$ cat src/rtl/axil_cmd_master.sv
`default_nettype none
// ============================================================================
// Module   : axil_cmd_master
// Function : valid/ready command stream to single AXI4-Lite transactions.
//            Optional watchdog enabled by `define AXIL_MASTER_TIMEOUT_EN.
// Revision : 1.0
// ============================================================================
module axil_cmd_master #(
  parameter int DATA_W      = 32,
  parameter int ADDR_W      = 32,
  parameter int TIMEOUT_CYC = 1024
) (
  input  logic                clk_i,
  input  logic                rst_i,
  input  logic                cmd_valid_i,
  output logic                cmd_ready_o,
  input  logic                cmd_write_i,
  input  logic [ADDR_W-1:0]   cmd_addr_i,
  input  logic [DATA_W-1:0]   cmd_wdata_i,
  input  logic [DATA_W/8-1:0] cmd_wstrb_i,
  output logic                rsp_valid_o,
  input  logic                rsp_ready_i,
  output logic [DATA_W-1:0]   rsp_rdata_o,
  output logic [1:0]          rsp_resp_o,
  output logic                rsp_timeout_o,
  output logic                m_axi_awvalid_o,
  input  logic                m_axi_awready_i,
  output logic [ADDR_W-1:0]   m_axi_awaddr_o,
  output logic [2:0]          m_axi_awprot_o,
  output logic                m_axi_wvalid_o,
  input  logic                m_axi_wready_i,
  output logic [DATA_W-1:0]   m_axi_wdata_o,
  output logic [DATA_W/8-1:0] m_axi_wstrb_o,
  input  logic                m_axi_bvalid_i,
  output logic                m_axi_bready_o,
  input  logic [1:0]          m_axi_bresp_i,
  output logic                m_axi_arvalid_o,
  input  logic                m_axi_arready_i,
  output logic [ADDR_W-1:0]   m_axi_araddr_o,
  output logic [2:0]          m_axi_arprot_o,
  input  logic                m_axi_rvalid_i,
  output logic                m_axi_rready_o,
  input  logic [DATA_W-1:0]   m_axi_rdata_i,
  input  logic [1:0]          m_axi_rresp_i
);

  typedef enum logic [1:0] {S_IDLE = 2'd0, S_WR = 2'd1, S_RD = 2'd2, S_RESP = 2'd3} state_t;

  state_t              state_q, state_d;
  logic [ADDR_W-1:0]   addr_q, addr_d;
  logic [DATA_W-1:0]   wdata_q, wdata_d;
  logic [DATA_W/8-1:0] wstrb_q, wstrb_d;
  logic                awvalid_q, awvalid_d, wvalid_q, wvalid_d, bready_q, bready_d;
  logic                arvalid_q, arvalid_d, rready_q, rready_d;
  logic                aw_done_q, aw_done_d, w_done_q, w_done_d;
  logic [DATA_W-1:0]   rdata_q, rdata_d;
  logic [1:0]          resp_q, resp_d;

  logic w_aw_hs, w_w_hs, w_b_hs, w_ar_hs, w_r_hs, w_accept, w_expire;

  assign w_aw_hs  = awvalid_q & m_axi_awready_i;
  assign w_w_hs   = wvalid_q & m_axi_wready_i;
  assign w_b_hs   = bready_q & m_axi_bvalid_i;
  assign w_ar_hs  = arvalid_q & m_axi_arready_i;
  assign w_r_hs   = rready_q & m_axi_rvalid_i;
  assign w_accept = cmd_valid_i & cmd_ready_o;

`ifdef AXIL_MASTER_TIMEOUT_EN
  localparam int CNT_W = $clog2(TIMEOUT_CYC + 1);
  logic [CNT_W-1:0] cnt_q;
  logic             timeout_q, timeout_d;

  // Counter restarts at command acceptance, i.e. on entry to WR/RD.
  always_ff @(posedge clk_i) begin
    if (rst_i || w_accept)
      cnt_q <= '0;
    else if (state_q == S_WR || state_q == S_RD)
      cnt_q <= cnt_q + 1'b1;
  end

  assign w_expire      = (cnt_q == CNT_W'(TIMEOUT_CYC - 1));
  assign rsp_timeout_o = timeout_q;
`else
  assign w_expire      = 1'b0;
  assign rsp_timeout_o = 1'b0;
`endif

  always_ff @(posedge clk_i) begin
    if (rst_i) begin
      state_q   <= S_IDLE;
      addr_q    <= '0;
      wdata_q   <= '0;
      wstrb_q   <= '0;
      awvalid_q <= 1'b0;
      wvalid_q  <= 1'b0;
      bready_q  <= 1'b0;
      arvalid_q <= 1'b0;
      rready_q  <= 1'b0;
      aw_done_q <= 1'b0;
      w_done_q  <= 1'b0;
      rdata_q   <= '0;
      resp_q    <= 2'b00;
`ifdef AXIL_MASTER_TIMEOUT_EN
      timeout_q <= 1'b0;
`endif
    end else begin
      state_q   <= state_d;
      addr_q    <= addr_d;
      wdata_q   <= wdata_d;
      wstrb_q   <= wstrb_d;
      awvalid_q <= awvalid_d;
      wvalid_q  <= wvalid_d;
      bready_q  <= bready_d;
      arvalid_q <= arvalid_d;
      rready_q  <= rready_d;
      aw_done_q <= aw_done_d;
      w_done_q  <= w_done_d;
      rdata_q   <= rdata_d;
      resp_q    <= resp_d;
`ifdef AXIL_MASTER_TIMEOUT_EN
      timeout_q <= timeout_d;
`endif
    end
  end

  always_comb begin
    state_d   = state_q;
    addr_d    = addr_q;
    wdata_d   = wdata_q;
    wstrb_d   = wstrb_q;
    awvalid_d = awvalid_q;
    wvalid_d  = wvalid_q;
    bready_d  = bready_q;
    arvalid_d = arvalid_q;
    rready_d  = rready_q;
    aw_done_d = aw_done_q;
    w_done_d  = w_done_q;
    rdata_d   = rdata_q;
    resp_d    = resp_q;
`ifdef AXIL_MASTER_TIMEOUT_EN
    timeout_d = timeout_q;
`endif
    case (state_q)
      S_IDLE: begin
        if (w_accept) begin
          addr_d    = cmd_addr_i;
          wdata_d   = cmd_wdata_i;
          wstrb_d   = cmd_wstrb_i;
          aw_done_d = 1'b0;
          w_done_d  = 1'b0;
          if (cmd_write_i) begin
            state_d   = S_WR;
            awvalid_d = 1'b1;
            wvalid_d  = 1'b1;
          end else begin
            state_d   = S_RD;
            arvalid_d = 1'b1;
          end
        end
      end
      S_WR: begin
        if (w_aw_hs) begin
          awvalid_d = 1'b0;
          aw_done_d = 1'b1;
        end
        if (w_w_hs) begin
          wvalid_d = 1'b0;
          w_done_d = 1'b1;
        end
        if (w_b_hs) begin
          bready_d = 1'b0;
          rdata_d  = '0;
          resp_d   = m_axi_bresp_i;
          state_d  = S_RESP;
`ifdef AXIL_MASTER_TIMEOUT_EN
          timeout_d = 1'b0;
`endif
        end else if (w_expire) begin
          awvalid_d = 1'b0;
          wvalid_d  = 1'b0;
          bready_d  = 1'b0;
          rdata_d   = '0;
          resp_d    = 2'b10;
          state_d   = S_RESP;
`ifdef AXIL_MASTER_TIMEOUT_EN
          timeout_d = 1'b1;
`endif
        end else if (aw_done_d && w_done_d) begin
          bready_d = 1'b1;
        end
      end
      S_RD: begin
        // Terminal handshake outranks an expiry in the same cycle.
        if (w_r_hs) begin
          rready_d = 1'b0;
          rdata_d  = m_axi_rdata_i;
          resp_d   = m_axi_rresp_i;
          state_d  = S_RESP;
`ifdef AXIL_MASTER_TIMEOUT_EN
          timeout_d = 1'b0;
`endif
        end else if (w_expire) begin
          arvalid_d = 1'b0;
          rready_d  = 1'b0;
          rdata_d   = '0;
          resp_d    = 2'b10;
          state_d   = S_RESP;
`ifdef AXIL_MASTER_TIMEOUT_EN
          timeout_d = 1'b1;
`endif
        end else if (w_ar_hs) begin
          arvalid_d = 1'b0;
          rready_d  = 1'b1;
        end
      end
      S_RESP: begin
        if (rsp_ready_i)
          state_d = S_IDLE;
      end
      default: state_d = S_IDLE;
    endcase
  end

  assign cmd_ready_o     = (state_q == S_IDLE) & ~rst_i;
  assign rsp_valid_o     = (state_q == S_RESP);
  assign rsp_rdata_o     = rdata_q;
  assign rsp_resp_o      = resp_q;
  assign m_axi_awvalid_o = awvalid_q;
  assign m_axi_awaddr_o  = addr_q;
  assign m_axi_awprot_o  = 3'b000;
  assign m_axi_wvalid_o  = wvalid_q;
  assign m_axi_wdata_o   = wdata_q;
  assign m_axi_wstrb_o   = wstrb_q;
  assign m_axi_bready_o  = bready_q;
  assign m_axi_arvalid_o = arvalid_q;
  assign m_axi_araddr_o  = addr_q;
  assign m_axi_arprot_o  = 3'b000;
  assign m_axi_rready_o  = rready_q;

endmodule
`default_nettype wire

$ cat config.mk
export PLATFORM = sky130hd
export DESIGN_NAME = axil_cmd_master
export DESIGN_NICKNAME = d
export VERILOG_FILES = /design/src/rtl/axil_cmd_master.sv
export SDC_FILE = /design/constraint.sdc
export NUM_CORES = 1
export LEC_CHECK = 0
export BUFFER_PORTS_ARGS = -buffer_cell sky130_fd_sc_hd__buf_2
export CORE_ASPECT_RATIO = 0.9
export CORE_MARGIN = 10
export CORE_UTILIZATION = 48
export CTS_BUF_LIST = sky130_fd_sc_hd__clkbuf_4
export CTS_CLUSTER_DIAMETER = 100
export DETAILED_ROUTE_END_ITERATION = 6
export PLACE_DENSITY = 0.87
export REMOVE_ABC_BUFFERS = 1
export SETUP_SLACK_MARGIN = 0.4
export SLEW_MARGIN = 10
export SYNTH_ARGS = -nofsm -noshare
export SYNTH_HDL_FRONTEND = slang
export SYNTH_SLANG_ARGS = --single-unit
$ cat constraint.sdc
create_clock -name clk_i -period 4.4 [get_ports clk_i]
set_input_delay 0.88 -clock clk_i [delete_from_list [all_inputs] [get_ports clk_i]]
set_output_delay 0.88 -clock clk_i [all_outputs]
set_load 0.005 [all_outputs]
==> results.json <==
{
  "use_met2": 0.338,
  "diodes": 0,
  "antenna_found_initial": 0,
  "area_growth_pct": 25.5,
  "synth-compound-area-share": 0.173,
  "max_freq_mhz": 346,
  "cts_max_path_buffers": 2,
  "gp_routability_congestion": 0.851,
  "worst-setup-path-type": "in -> out",
  "outcome": "completed",
  "syn_area_um2": 4410,
  "ys_ff_latch": 111,
  "antenna_left": 0,
  "drv_cap": 0,
  "post-place-ws_ns": 1.50,
  "hold_path.class": "reg -> reg",
  "clk_pin_slew_ns": 0.15,
  "yosys.area.top_type_share": 0.504,
  "cp.required_ns": 3.52,
  "arrival_ns": 2.01,
  "syn_avg_cell_area_um2": 8.48,
  "synth_top_family_by_area": "simple AND/OR/NAND/NOR gates",
  "die_area_um2": 13400,
  "drt-wirelength-per-cell_um": 15.8,
  "rsz0062_at_grt": "no",
  "min_period_ns": 2.89,
  "path_delay_family": "buffers and inverters",
  "grt_pass1_wl_um": 21300,
  "power_density_nw_per_um2": 424,
  "synthCells": 520,
  "drt_pass1_iterations": 4,
  "multi_input_area_um2": 1700,
  "fp.dieH_um": 111,
  "startpoint_type": "input port",
  "utilization": 0.612,
  "synth.distinct_cells": 34,
  "fin_setup_tns_ns": 0,
  "wirelength_um": 13400,
  "start_util": 0.488,
  "post-cts-setup-buffers": 0,
  "portBuffers": 254,
  "clock-skew-final_ns": 0.0129,
  "setup_viol": 0,
  "cpPeakStageDelay_ns": 0.81,
  "num_vias": 4258,
  "worst_slew_pin_slew_ns": 1.26,
  "dieWidth_um": 121,
  "cp-end-kind": "primary output",
  "slowest_stage": "buf_4",
  "htree_levels": 3,
  "viasPerCell": 5.03,
  "row_count": 33,
  "drt_iter0_drc": 358,
  "top_level_ports": 262,
  "cts_num_sinks": 111,
  "busiest_layer": "met2",
  "grt_usage": 0.189,
  "cts_tree": "yes",
  "whs_ns": 0.460,
  "final_max_slew_viol_count": 0,
  "synth_fa_ha_area_frac": 0.0142,
  "path_cells": "buf_4, nor2b_4, buf_2",
  "setup_slack_ns": 1.51,
  "grt_pass1_vias": 4271,
  "yosysWarnings": 0,
  "grt_max_degree": 115,
  "r2r_slack_ns": 1.86,
  "use_met1": 0.196,
  "overflow": 0,
  "clk-insertion-delay-late_ns": 0.43,
  "ff_latch_area_um2": 2220,
  "cts_buffers": 9,
  "fin_nets": 840,
  "drcViolationCount": 0,
  "grt_use_met3": 0.0743,
  "fillers": 793,
  "dp_hpwl_um": 10300,
  "synthXorXnorAreaFrac": 0,
  "synthMuxAreaShare": 0.00908,
  "synthSimpleGateAreaFrac": 0.183,
  "synth_area_leaders": "dfxtp_1, nand2_1, a21oi_1, buf_4, a22oi_1",
  "p_leak_nw": 2.65,
  "period_share": 0.657,
  "hold_viol": 0,
  "ctsResizeCount": 0,
  "clockRootBuffer": "clkbuf_4",
  "placeableCoreArea_um2": 9040,
  "path_max_fanout": 114,
  "layout-drive-gt1-share": 0.389,
  "ir_drop_mv": 0.207,
  "hold_buffers": 0,
  "maxSlewHeadroom": 0.162,
  "cp_num_buf_inv": 2,
  "yosysSeqAreaShare": 0.504,
  "synth_area_leader_cell": "dfxtp_1"
}
==> per-layer routing <==
metal | up-vias | wire (µm)
met2 | 190 | 6820
met5 | - | 0
met3 | 26 | 1280
met1 | 1959 | 4990
li1 | 2083 | -
met4 | 0 | 301
==> tightest hold or removal path: stages, from the launching register on <==
cell,delay (ns)
dfxtp_1,0.34
nand2_1,0.05
a21oi_1,0.05
==> synth_stat cells <==
cell,n
a211o_2,1
nand3b_1,1
ha_1,5
nor2b_1,1
a21boi_2,1
a31oi_1,1
a21oi_1,77
nand2_1,140
mux2i_1,4
or3_1,2
a21oi_2,2
a2bb2oi_1,1
o2111ai_1,1
o21ai_0,3
a311oi_1,3
nor2_1,39
inv_2,1
nor3b_4,1
nor2_4,1
buf_2,8
nand3_2,1
nand3b_4,1
clkbuf_1,13
nor3_1,4
buf_4,48
inv_1,4
o221ai_1,1
nand3_1,3
buf_6,4
conb_1,1
dfxtp_1,111
a22oi_1,32
nor2b_4,1
a211oi_1,3
==> layout make-up <==
type | count | area share
Clock inverter | 5 | 0.0109
Inverter | 5 | 0.00339
Clock buffer | 10 | 0.0136
Tap cell | 122 | 0.0276
Multi-Input combinational cell | 337 | 0.307
Sequential cell | 111 | 0.402
Timing Repair Buffer | 257 | 0.236
==> per-stage QoR <==
stage          std cells  power, mW  cell area [µm²]
2_1_floorplan        453       1.55             3940
4_1_cts              847       2.36             5530
3_3_place_gp         832       1.84             5400
5_1_grt              847       2.50             5530
6_report             847       2.35             5530
3_5_place_dp         832       1.87             5400
==> cells in the final DEF, fill, tap and decap left out, drive strengths merged, types with 4 or more instances in the layout <==
| cell type | n |
|---|---|
| a21oi | 79 |
| a22oi | 32 |
| buf | 257 |
| clkbuf | 10 |
| clkinvlp | 4 |
| conb | 7 |
| dfxtp | 111 |
| ha | 5 |
| inv | 5 |
| mux2i | 4 |
| nand2 | 140 |
| nand3 | 4 |
| nor2 | 40 |
| nor3 | 4 |
==> worst paths after layout <==
| path | startpoint | end | cells after the start |
|---|---|---|---|
| min | m_axi_wdata_o[14] | m_axi_wdata_o[14] | 2 |
| max reg2reg | state_q[0] | rsp_rdata_o[31] | 6 |
| min reg2reg | m_axi_wdata_o[14] | m_axi_wdata_o[14] | 2 |
| max | rst_i | cmd_ready_o | 3 |
==> cells by family (layout without fill, tap and decap cells) <==
| kind of cell | Yosys count | in the layout |
|---|---|---|
| AND/OR/NAND/NOR | 195 | 195 |
| AO/OA/AOI/OAI | 126 | 126 |
| flip-flops | 111 | 111 |
| buffers and inverters | 78 | 277 |
| adder cells (fa/ha/maj) | 5 | 5 |
| multiplexers | 4 | 4 |
| other | 1 | 7 |
==> state kept, by name, summed over array words and instances, names as in the netlist <==
signal           flops
state_q              2
m_axi_rready_o       1
m_axi_araddr_o      32
m_axi_wstrb_o        4
aw_done_q            1
m_axi_awvalid_o      1
m_axi_wvalid_o       1
rsp_rdata_o         32
m_axi_wdata_o       32
m_axi_arvalid_o      1
w_done_q             1
m_axi_bready_o       1
rsp_resp_o           2
==> where the power goes <==
part           leakage (nW)  total, mW  internal, mW  switching, mW
registers             0.900       1.18          1.11         0.0653
logic                  1.69      0.676         0.270          0.406
clock network        0.0607      0.495         0.177          0.318
total                  2.65       2.35          1.56          0.789
No activity file was read; power rests on OpenSTA's default activity.
